===== src/rtl/axi_master_port.sv =====
// AXI master-side initiator: converts one client request (single or burst,
// read or write) into AW/W/B or AR/R transactions, one at a time.

`ifndef AXI_ADDR_BITS
`define AXI_ADDR_BITS 32
`endif
`ifndef AXI_DATA_BITS
`define AXI_DATA_BITS 32
`endif
`ifndef AXI_STRB_BITS
`define AXI_STRB_BITS 4
`endif
`ifndef AXI_LEN_BITS
`define AXI_LEN_BITS 4
`endif
`ifndef AXI_SIZE_BITS
`define AXI_SIZE_BITS 3
`endif
`ifndef AXI_ID_BITS
`define AXI_ID_BITS 4
`endif

module axi_master_port #(
  parameter logic [`AXI_ID_BITS-1:0] MASTER_ID  = '0,
  parameter logic [1:0]              BURST_TYPE = 2'b01
) (
  input  logic                      ACLK,
  input  logic                      ARESETn,
  // client request
  input  logic                      req_valid,
  output logic                      req_ready,
  input  logic                      req_write,
  input  logic [`AXI_ADDR_BITS-1:0] req_addr,
  input  logic [`AXI_LEN_BITS-1:0]  req_len,
  input  logic [`AXI_SIZE_BITS-1:0] req_size,
  // client write-data stream
  input  logic                      wd_valid,
  output logic                      wd_ready,
  input  logic [`AXI_DATA_BITS-1:0] wd_data,
  input  logic [`AXI_STRB_BITS-1:0] wd_strb,
  // client read-data stream
  output logic                      rd_valid,
  input  logic                      rd_ready,
  output logic [`AXI_DATA_BITS-1:0] rd_data,
  output logic                      rd_last,
  // completion
  output logic                      done_valid,
  output logic                      done_err,
  // AXI write address
  output logic [`AXI_ID_BITS-1:0]   AWID,
  output logic [`AXI_ADDR_BITS-1:0] AWADDR,
  output logic [`AXI_LEN_BITS-1:0]  AWLEN,
  output logic [`AXI_SIZE_BITS-1:0] AWSIZE,
  output logic [1:0]                AWBURST,
  output logic                      AWVALID,
  input  logic                      AWREADY,
  // AXI write data
  output logic [`AXI_DATA_BITS-1:0] WDATA,
  output logic [`AXI_STRB_BITS-1:0] WSTRB,
  output logic                      WLAST,
  output logic                      WVALID,
  input  logic                      WREADY,
  // AXI write response
  input  logic [`AXI_ID_BITS-1:0]   BID,
  input  logic [1:0]                BRESP,
  input  logic                      BVALID,
  output logic                      BREADY,
  // AXI read address
  output logic [`AXI_ID_BITS-1:0]   ARID,
  output logic [`AXI_ADDR_BITS-1:0] ARADDR,
  output logic [`AXI_LEN_BITS-1:0]  ARLEN,
  output logic [`AXI_SIZE_BITS-1:0] ARSIZE,
  output logic [1:0]                ARBURST,
  output logic                      ARVALID,
  input  logic                      ARREADY,
  // AXI read data
  input  logic [`AXI_ID_BITS-1:0]   RID,
  input  logic [`AXI_DATA_BITS-1:0] RDATA,
  input  logic [1:0]                RRESP,
  input  logic                      RLAST,
  input  logic                      RVALID,
  output logic                      RREADY
);

  typedef enum logic [2:0] {
    S_IDLE, S_AR, S_R, S_AW, S_W, S_B, S_DONE
  } state_t;

  state_t                    state, state_nxt;
  logic [`AXI_ADDR_BITS-1:0] addr_q;
  logic [`AXI_LEN_BITS-1:0]  len_q;
  logic [`AXI_SIZE_BITS-1:0] size_q;
  logic [`AXI_LEN_BITS-1:0]  cnt, cnt_nxt;
  logic                      err, err_nxt;
  logic                      last_cnt;

  // The address channels carry the latched request; they are only qualified
  // by VALID, so holding them in registers keeps them stable during AR/AW.
  assign AWID    = MASTER_ID;
  assign AWADDR  = addr_q;
  assign AWLEN   = len_q;
  assign AWSIZE  = size_q;
  assign AWBURST = BURST_TYPE;
  assign ARID    = MASTER_ID;
  assign ARADDR  = addr_q;
  assign ARLEN   = len_q;
  assign ARSIZE  = size_q;
  assign ARBURST = BURST_TYPE;
  assign WDATA   = wd_data;
  assign WSTRB   = wd_strb;
  assign rd_data = RDATA;
  assign last_cnt = (cnt == len_q);

  // State, beat counter, error flag and latched request registers.
  always_ff @(posedge ACLK or negedge ARESETn) begin
    if (!ARESETn) begin
      state  <= S_IDLE;
      cnt    <= '0;
      err    <= 1'b0;
      addr_q <= '0;
      len_q  <= '0;
      size_q <= '0;
    end else begin
      state <= state_nxt;
      cnt   <= cnt_nxt;
      err   <= err_nxt;
      if (state == S_IDLE && req_valid) begin
        addr_q <= req_addr;
        len_q  <= req_len;
        size_q <= req_size;
      end
    end
  end

  // Next-state, counter/error update and handshake outputs per state.
  always_comb begin
    state_nxt  = state;
    cnt_nxt    = cnt;
    err_nxt    = err;
    req_ready  = 1'b0;
    wd_ready   = 1'b0;
    rd_valid   = 1'b0;
    rd_last    = 1'b0;
    done_valid = 1'b0;
    done_err   = 1'b0;
    AWVALID    = 1'b0;
    WVALID     = 1'b0;
    WLAST      = 1'b0;
    BREADY     = 1'b0;
    ARVALID    = 1'b0;
    RREADY     = 1'b0;
    case (state)
      S_IDLE: begin
        // Gated so that every READY output reads 0 while reset is held.
        req_ready = ARESETn;
        if (req_valid) begin
          cnt_nxt   = '0;
          err_nxt   = 1'b0;
          state_nxt = req_write ? S_AW : S_AR;
        end
      end
      S_AW: begin
        AWVALID = 1'b1;
        if (AWREADY) state_nxt = S_W;
      end
      S_W: begin
        WVALID   = wd_valid;
        wd_ready = WREADY;
        WLAST    = last_cnt;
        if (wd_valid && WREADY) begin
          cnt_nxt = cnt + 1'b1;
          if (last_cnt) state_nxt = S_B;
        end
      end
      S_B: begin
        BREADY = 1'b1;
        if (BVALID) begin
          err_nxt   = err | (BRESP != 2'b00) | (BID != MASTER_ID);
          state_nxt = S_DONE;
        end
      end
      S_AR: begin
        ARVALID = 1'b1;
        if (ARREADY) state_nxt = S_R;
      end
      S_R: begin
        rd_valid = RVALID;
        RREADY   = rd_ready;
        rd_last  = RLAST;
        if (RVALID && rd_ready) begin
          cnt_nxt = cnt + 1'b1;
          // A missing RLAST at the expected beat or an early/late RLAST
          // both mark the transfer as erroneous; beats keep flowing until
          // the slave finally signals RLAST.
          err_nxt = err | (RRESP != 2'b00) | (RID != MASTER_ID)
                        | (last_cnt && !RLAST) | (RLAST && !last_cnt);
          if (RLAST) state_nxt = S_DONE;
        end
      end
      S_DONE: begin
        done_valid = 1'b1;
        done_err   = err;
        state_nxt  = S_IDLE;
      end
      default: state_nxt = S_IDLE;
    endcase
  end

endmodule


===== config.mk =====
export PLATFORM = sky130hd
export DESIGN_NAME = axi_master_port
export DESIGN_NICKNAME = d
export VERILOG_FILES = /design/src/rtl/axi_master_port.sv
export SDC_FILE = /design/constraint.sdc
export NUM_CORES = 1
export LEC_CHECK = 0
export ABC_AREA = 1
export CORE_AREA = 2 2 115 117
export CTS_CLUSTER_SIZE = 8
export DETAILED_ROUTE_END_ITERATION = 8
export DIE_AREA = 0 0 117 119
export GPL_TIMING_DRIVEN = 0
export HOLD_SLACK_MARGIN = 0.06
export PLACE_DENSITY = 0.78
export SLEW_MARGIN = 40
export SYNTH_ARGS = -nofsm -noshare
export SYNTH_HDL_FRONTEND = slang
export SYNTH_SLANG_ARGS = --single-unit

===== constraint.sdc =====
create_clock -name ACLK -period 1.6 [get_ports ACLK]
set_clock_uncertainty 0.2 [all_clocks]
set_input_delay 0.32 -clock ACLK [delete_from_list [all_inputs] [get_ports ACLK]]
set_output_delay 0.32 -clock ACLK [all_outputs]
set_load 0.01 [all_outputs]

# Word-level counts from Yosys, hierarchy flattened
# Index checks and enable logic that the tools add are counted.
# Widths: inputs -> output; s select.
# totals
in_bits,131
register_bits,47
wordCells,75
out_inout_bits,170
# op_classes
eq_ne,15
n_addsub,1
n_mux,30
bitwise_logic,6
n_reduce_logical,17
# ops
op,count
$mux 3,8
$pmux 3 s6,1
$ne 2x2->1 const B,8
$mux 1,15
$mux 4,3
$pmux 4 s3,1
$eq 3x3->1 const B,3
$reduce_and 4->1,2
$reduce_and 8->1,1
$reduce_bool 4->1,2
$eq 3x2->1 const B,2
$or 1x1->1,6
$reduce_bool 3->1,2
$logic_and 1x1->1,5
$add 4x1->4 const B,1
$eq 4x4->1,1
$reduce_bool 2->1,2
$eq 3x1->1 const B,1
$logic_not 3->1,1
$pmux 1 s3,1
$logic_not 1->1,2
$mux 2,1

# Depth between registers and ports, before layout
# Gate-level depths: netlist of run 1.
# logic_depth
ltp_word,7
mapped_depth,11
depth_no_buf,10

# Least setup slack after synthesis of run 1
# OpenSTA, ideal clock, no wires.
# synth_path
path_kind,register -> output
from,register state[0]
to,output port RREADY
stages_incl_launch_ff,5
arrival_ns,1.034
t_required_ns,1.080
slack_ns,0.046
path_cell_list,dfrtp_1 > buf_6 > nor2_2 > nand2_1 > nor2_1
# synth_between
elab_chain_cells,2
# synth_lines
item,line_no,rtl
"start, declared",89,"state_t state, state_nxt;"
"start signal, assigned",124,state <= state_nxt;
$eq 3x2->1,152,case (state)
$mux 1,152,
"end, declared",82,output logic RREADY
# Every way passes these cells.

# Worst setup path in the final report of run 1
# layout_path
from,register state[0]
to,output port WLAST
# layout_between
elab_chain_cells,2
# layout_lines
item,line_no,rtl
$eq 3x3->1,152,
$mux 1,152,
"end, declared",60,"output logic WLAST,"
# Every way passes these cells.

==> flow_metrics.tcl, run 1 <==
set metrics [dict create \
    status "finished with violations" \
    violations "hold timing, setup timing" \
    dieArea_um2 13900 \
    core_um2 12900 \
    slew_violations 0 \
    port_buffers 220 \
    grt_max_degree 31 \
    avgSynthCellArea_um2 9.58 \
    wl_um 11400 \
    io_pins 301 \
    first_pass_iters 4 \
    layout_min_cycle_time_ps 1840 \
    syn_area_um2 3310 \
    viasPerCell 4.01 \
    fill_cells 1139 \
    regToRegSetupSlack_ps -190 \
    synth_area_leader_cell "dfrtp_1" \
    grt_util_all_layers_pct 15.2 \
    p_per_area_nw_per_um2 1640 \
    fin_area_um2 6640 \
    post-route-period-util_pct 115 \
    grt_pass1_wl_um 17100 \
    ff2ff_path_depth 10 \
    worst_setup_path_end_kind "primary output" \
    yosysWarnings 0 \
    leakage_nw 3.37 \
    drive_above_1_share_pct 48.5 \
    rsz0062_at_grt "true" \
    initial_core_util_pct 25.7 \
    max_freq_mhz 544 \
    clock_sinks 47 \
    clk_pin_slew_ps 70 \
    arrival_ps 1320 \
    r2r_end "state[1]$_DFFE_PN0P_" \
    max-cap-violations 0 \
    crit_path_start_kind "register" \
    cts_made_buffers 5 \
    yosysUniqueCellTypes 30 \
    wire_per_inst_um 13.8 \
    final_antenna_net_count 0 \
    critical_path_class "reg2out" \
    clock_latency_ps 280 \
    root_buffer "clkbuf_16" \
    critical_path_buf_inv_count 2 \
    place_congestion 0.811 \
    die_w_um 117 \
    hp-class "in2async" \
    std_cell_rows 42 \
    synth.area.top_cells "dfrtp_1 (36%), buf_4 (27%), mux2_4 (14%)" \
    path_cells "buf_8 -> nor2_8 -> nand2_4 -> nor2_1 -> buf_2" \
    grt_pass1_vias 3403 \
    drtIter0Drc 95 \
    cts_buffer_depth 2 \
    cp_slowest_stage_delay_ps 390 \
    critPathMaxFanout 7 \
    grt_overflow 0 \
    setup_viol 55 \
    syn_inst 345 \
    fin_ws_ps -237 \
    holdWs_ps -296 \
    htree_levels 2 \
    final_nets 778 \
    area_delta_synth_final_pct 101 \
    placed_area_um2 5780 \
    reg2reg_from "state[0]$_DFFE_PN0P_" \
    num_vias 3301 \
    synth_seq_cells 47 \
    antenna_found_initial 0 \
    ir_drop_v 0.000546 \
    utilization_pct 51.6 \
    netlist.area_leader.share_pct 35.6 \
    remaining_drc_errors 0 \
    hold_viol 47 \
    cts_tree "built" \
    path_delay_family "flip-flops" \
    diodes 0 \
    die_h_um 119 \
    yosysSeqAreaShare_pct 35.6 \
    cp_slowest_cell "dfrtp_1" \
    required_ps 1080 \
    hpwl_um 8270 \
]
## what timing repair did
item / CTS / global route
buffers inserted: 57 / 14
hold endpoints to repair: 47 / 47
resized for setup: 255 / 52
cloned: 3 / 0
setup endpoints to repair: 130 / 74
pin swaps: 19 / 13
## stage by stage
step	std cells	worst slack [ps]	total power, mW	TNS [ps]
final	823	-237	10.9	-8110
after global placement	751	-2200	8.40	-82630
after CTS	816	-218	10.5	-6640
after detailed placement	752	-635	8.55	-16090
after global routing	823	-286	11.6	-11180
after floorplan	355	45.8	5.56	0
## cell usage after synthesis, drive strengths merged
cell    count
clkinv      1
nor4        1
nor2       29
o21ai       4
nand3       9
nand3b      3
xnor2       1
a21oi       5
mux2       35
nand4       4
o22ai       1
and3        1
dfrtp      47
ha          1
nand2      50
nor3        1
xor2        1
inv        24
conb        2
buf       125
## how the worst max path moves through the flow
stage / depth (start not counted) / to / startpoint / slack, ps
2_1_floorplan: 4 / RREADY / state[0]$_DFFE_PN0P_ / 50
3_3_place_gp: 3 / req_ready / ARESETn / -2200
3_5_place_dp: 5 / rd_last / state[0]$_DFFE_PN0P_ / -640
4_1_cts: 7 / WLAST / ARLEN[2]$_DFFE_PN0P_ / -220
5_1_grt: 5 / rd_last / state[0]$_DFFE_PN0P_ / -290
6_report: 5 / WLAST / state[0]$_DFFE_PN0P_ / -240
## worst register-to-register path, stage by stage (launching register included)
cell and delay [ps]:
dfrtp_1 390, buf_8 160, nor2_4 170, buf_6 120
buf_8 110, nand3_2 90, nand2_2 90, nor2_4 60
buf_4 140, nand4_1 90, nand2_1 70
## sequential cells by signal, summed over array words and instances (netlist names)
register,count
ARSIZE,3
state,3
ARADDR,32
ARLEN,4
cnt,4
err,1
## cell type report
class,count,area (um^2),area share (%)
well taps,176,220,3.32
flip-flops and latches,47,1180,17.8
clock buffers,5,125,1.89
repair buffers,287,2730,41.1
plain buffers,122,968,14.6
inverters,25,113,1.70
multi-input cells,158,1280,19.3
clock inverters,3,23.8,0.358
## cells in the final DEF, fill, tap and decap left out, drive strengths merged
master,n
clkbuf,15
buf,213
nand4,4
mux2,35
nand2,50
dlygate4sd2,36
nand3,9
a21oi,5
o21ai,4
conb,12
clkdlybuf4s15,21
clkinv,1
inv,25
nand3b,3
nor4,1
xor2,1
clkdlybuf4s50,129
xnor2,1
clkinvlp,2
and3,1
ha,1
o22ai,1
nor3,1
dfrtp,47
nor2,29
## power breakdown
part           internal (mW)  leakage (nW)  switching (mW)
logic                   4.51          2.74            3.08
clock network          0.585        0.0664           0.475
registers               1.77         0.559           0.462
## kinds of logic after synthesis
group,after synthesis,synth area share (%)
simple gates,98,14.5
other cells,2,0.227
mux,35,15.3
flops,47,35.6
compound gates,10,1.55
xor+xnor,2,0.530
fa+ha+maj,1,0.378
buf+inv,150,31.9
## metal layers
layer	share of wire (%)	GRT usage (%)	routed length, um	vias up
li1	-	-	-	1562
met1	37	17.7	4220	1577
met2	56	28.9	6340	150
met3	6.0	2.54	688	12
met4	1.1	2.72	126	0
met5	0	0	0	-
No activity file was read; power rests on OpenSTA's default activity.
==> inputs of run 2 (changes only) <==
--- a/config.mk
+++ b/config.mk
@@ -10,7 +10,6 @@
 export CTS_CLUSTER_SIZE = 8
 export DETAILED_ROUTE_END_ITERATION = 8
 export DIE_AREA = 0 0 117 119
-export GPL_TIMING_DRIVEN = 0
 export HOLD_SLACK_MARGIN = 0.06
 export PLACE_DENSITY = 0.78
 export SLEW_MARGIN = 40
==> flow_metrics.tcl, run 2 (synthesis results as in run 1) <==
set metrics [dict create \
    hp-class "in2async" \
    regToRegSetupSlack_ps -290 \
    final_nets 587 \
    reg2reg_from "state[0]$_DFFE_PN0P_" \
    cts_made_buffers 5 \
    grt_overflow 0 \
    grt_max_degree 48 \
    crit_path_start_kind "register" \
    grt_pass1_wl_um 13800 \
    hold_viol 0 \
    final_cell_mix "dlygate4sd2_1 (68), clkdlybuf4s50_1 (61), dfrtp_1 (44), buf_4 (44), nand2_1 (33)" \
    clk_pin_slew_ps 70 \
    crit_path_start "state[2]$_DFFE_PN0P_" \
    final_common_cell "dlygate4sd2_1" \
    rsz0062_at_grt "true" \
    utilization_pct 39.2 \
    place_congestion 0.808 \
    cts_tree "built" \
    wire_per_inst_um 15.8 \
    layout_min_cycle_time_ps 1890 \
    io_pins 301 \
    num_vias 2627 \
    die_w_um 117 \
    arrival_ps 1370 \
    viasPerCell 4.16 \
    setup_viol 59 \
    violations "setup timing" \
    critPathMaxFanout 4 \
    drive_above_1_share_pct 41.9 \
    p_total_mw 9.68 \
    antenna_found_initial 0 \
    slew_headroom_pct 56.6 \
    dieArea_um2 13900 \
    fin_ws_ps -291 \
    worst_pin_slew_ps 651 \
    largest_reg_flops 32 \
    place_inst 593 \
    slew_violations 0 \
    remaining_drc_errors 0 \
    die_h_um 119 \
    drtIter0Drc 70 \
    initial_core_util_pct 25.7 \
    wl_met3_um 1040 \
    htree_levels 2 \
    r2r_end "ARADDR[2]$_DFFE_PN0P_" \
    cts_hold_buf 0 \
    required_ps 1080 \
    holdWs_ps 32.1 \
    cts_buffer_depth 2 \
    hpwl_um 6630 \
    std_cell_rows 42 \
    core_um2 12900 \
    wl_um 9950 \
    diodes 0 \
    area_delta_synth_final_pct 52.8 \
    max_freq_mhz 529 \
    wl_met1_um 3570 \
    port_buffers 152 \
    clock_latency_ps 300 \
    final_antenna_net_count 0 \
    grt_pass1_vias 2736 \
    post-route-period-util_pct 118 \
    grt_util_all_layers_pct 12.9 \
    fin_cells 632 \
    p_per_area_nw_per_um2 1920 \
    max-cap-violations 0 \
    ff2ff_path_depth 6 \
    ir_drop_v 0.000669 \
    first_pass_iters 4 \
    critical_path_class "reg2out" \
    status "finished with violations" \
    leakage_nw 2.53 \
    root_buffer "clkbuf_16" \
    clock_sinks 47 \
    routed-wl-met2_um 5000 \
    worst_setup_path_end_kind "primary output" \
    place_ws_ps -439 \
    top_layer_used "met4" \
]
run 2: routing by layer:
layer	GRT usage, %	up-vias
met3	7.02	46
met2	22.3	156
met4	5.37	0
met5	0	-
met1	12.5	1244
li1	-	1181
run 2: worst max-delay path by stage:
stage | endpoint | slack, ps
2_1_floorplan | RREADY | 50
3_3_place_gp | RREADY | -400
3_5_place_dp | rd_last | -440
4_1_cts | BREADY | -260
5_1_grt | WLAST | -370
6_report | rd_last | -290
run 2: cell type report:
type	instances	area (um^2)
clock buffers	5	125
clock inverters	3	43.8
fillers	1280	7820
inverters	25	110
multi-input cells	158	1340
flip-flops and latches	47	1180
well taps	176	220
repair buffers	218	2030
run 2: stage by stage:
step	TNS, ps	cell area (um^2)
after floorplan	0	3340
after global routing	-16560	5050
final	-13200	5050
after global placement	-13350	4410
after detailed placement	-14280	4410
after CTS	-8240	4720
run 2: critical path, stage by stage, from the launching register on:
cell,delay [ps]
dfrtp_2,440
buf_6,140
nor2_4,180
nand2_8,80
nor2_4,110
buf_6,120
run 2: report_power, final:
part           switching [mW]  total, mW  internal, mW
Clock                   0.487       1.22         0.738
Sequential              0.482       2.25          1.77
Combinational            2.78       6.20          3.42
Total                    3.75       9.68          5.93
run 2: repair_timing:
item	in CTS	in global routing
pin swaps	14	28
setup buffers	23	11
cloned	0	3
setup endpoints to repair	133	65
resized for setup	190	62
==> inputs of run 3 (changes only) <==
--- a/config.mk
+++ b/config.mk
@@ -6,12 +6,14 @@
 export NUM_CORES = 1
 export LEC_CHECK = 0
 export ABC_AREA = 1
+export ABC_CLOCK_PERIOD_IN_PS = 1600
 export CORE_AREA = 2 2 115 117
 export CTS_CLUSTER_SIZE = 8
 export DETAILED_ROUTE_END_ITERATION = 8
 export DIE_AREA = 0 0 117 119
 export HOLD_SLACK_MARGIN = 0.06
 export PLACE_DENSITY = 0.78
+export SKIP_CTS_REPAIR_TIMING = 1
 export SLEW_MARGIN = 40
 export SYNTH_ARGS = -nofsm -noshare
 export SYNTH_HDL_FRONTEND = slang
==> flow_metrics.tcl, run 3 (synthesis results as in run 1) <==
set metrics [dict create \
    fin_ws_ps -320 \
    cts_tree "built" \
    htree_levels 2 \
    place_congestion 0.808 \
    holdWs_ps 33.4 \
    final_common_cell "dlymetal6s2s_1" \
    leakage_nw 3.05 \
    wl_um 9760 \
    crit_end "rd_last" \
    setup_viol 61 \
    worst_setup_path_end_kind "primary output" \
    viasPerCell 4.08 \
    clk_pin_slew_ps 70 \
    drive_above_1_share_pct 37.2 \
    remaining_drc_errors 0 \
    arrival_ps 1400 \
    final_antenna_net_count 0 \
    clock_sinks 47 \
    ir_drop_v 0.000642 \
    grt_pass1_wl_um 12800 \
    fin_area_um2 5170 \
    placed_area_um2 4410 \
    std_cell_rows 42 \
    p_total_mw 9.73 \
    reg2reg_from "state[0]$_DFFE_PN0P_" \
    p_per_area_nw_per_um2 1880 \
    die_h_um 119 \
    hp-class "in2async" \
    slew_headroom_pct 56.4 \
    cp_slowest_cell "dfrtp_2" \
    clock_latency_ps 300 \
    critPathMaxFanout 5 \
    final_nets 575 \
    max_freq_mhz 521 \
    post-route-period-util_pct 120 \
    place_inst 593 \
    worst_pin_slew_ps 654 \
    cts_made_buffers 5 \
    num_vias 2532 \
    utilization_pct 40.2 \
    grt_max_degree 48 \
    crit_path_start_kind "register" \
    core_um2 12900 \
    required_ps 1080 \
    antenna_found_initial 0 \
    grt_util_all_layers_pct 11.9 \
    dieArea_um2 13900 \
    path_cells "buf_6 -> nor2_4 -> nand2_4 -> nor2_4 -> buf_6" \
    grt_pass1_vias 2553 \
    initial_core_util_pct 25.7 \
    status "finished with violations" \
    die_w_um 117 \
    violations "setup timing" \
    wire_per_inst_um 15.7 \
    grt_overflow 0 \
    first_pass_iters 5 \
    cts_buffer_depth 2 \
    diodes 0 \
    io_pins 301 \
    largest_reg_flops 32 \
    ff2ff_path_depth 6 \
    crit_path_start "state[0]$_DFFE_PN0P_" \
    regToRegSetupSlack_ps -270 \
    final_cell_mix "dlymetal6s2s_1 (76), clkdlybuf4s50_1 (61), dfrtp_1 (44)" \
    r2r_end "ARADDR[5]$_DFFE_PN0P_" \
    fin_cells 620 \
    port_buffers 152 \
    critical_path_class "reg2out" \
    cp_slowest_stage_delay_ps 480 \
    rsz0062_at_grt "true" \
    setup_tns_ps -13180 \
    slew_violations 0 \
    root_buffer "clkbuf_16" \
    hpwl_um 6630 \
    max-cap-violations 0 \
    area_delta_synth_final_pct 56.4 \
    drtIter0Drc 92 \
    place_ws_ps -439 \
    hold_viol 0 \
    layout_min_cycle_time_ps 1920 \
]
[run 3: changes by cell type in the layout (fill, tap and decap cells not counted), moves of 4 or more]
| cell | delta |
|---|---|
| dlymetal6s2s_1 | +76 |
| dlygate4sd2_1 | -68 |
| buf_6 | -10 |
| buf_4 | -5 |
| nand2_2 | -5 |
| nand2_1 | +4 |
[run 3: layer usage]
| layer | global-route usage, % | vias up | wire (um) |
|---|---|---|---|
| met1 | 11.9 | 1194 | 3520 |
| li1 | - | 1154 | - |
| met2 | 20.6 | 146 | 4880 |
| met4 | 4.04 | 0 | 320 |
| met5 | 0 | - | 0 |
| met3 | 6.82 | 38 | 1040 |
[run 3: how the worst min path moves through the flow]
stage,from,endpoint,slack [ps],cells after the start
after floorplan,ARESETn,ARADDR[0]$_DFFE_PN0P_,-180,0
after global placement,err$_DFFE_PN0P_,err$_DFFE_PN0P_,270,2
after detailed placement,err$_DFFE_PN0P_,err$_DFFE_PN0P_,280,2
after CTS,ARESETn,ARADDR[9]$_DFFE_PN0P_,60,2
after global routing,ARESETn,ARLEN[3]$_DFFE_PN0P_,90,2
final,ARESETn,ARLEN[3]$_DFFE_PN0P_,30,2
[run 3: layout make-up]
type	instances	area, um^2
fillers	1234	7700
repair buffers	206	2190
multi-input cells	158	1310
flip-flops and latches	47	1180
well taps	176	220
clock buffers	5	125
inverters	25	101
clock inverters	3	43.8
[run 3: critical path: cells and delay by family (launching register included)]
family,cells,cell delay [ps]
buf+inv,2,260
flops,1,480
simple gates,3,370
[run 3: power breakdown]
| part | switching [mW] | total (mW) | internal [mW] |
|---|---|---|---|
| registers | 0.532 | 2.30 | 1.77 |
| clock network | 0.487 | 1.22 | 0.738 |
| logic | 2.62 | 6.20 | 3.58 |
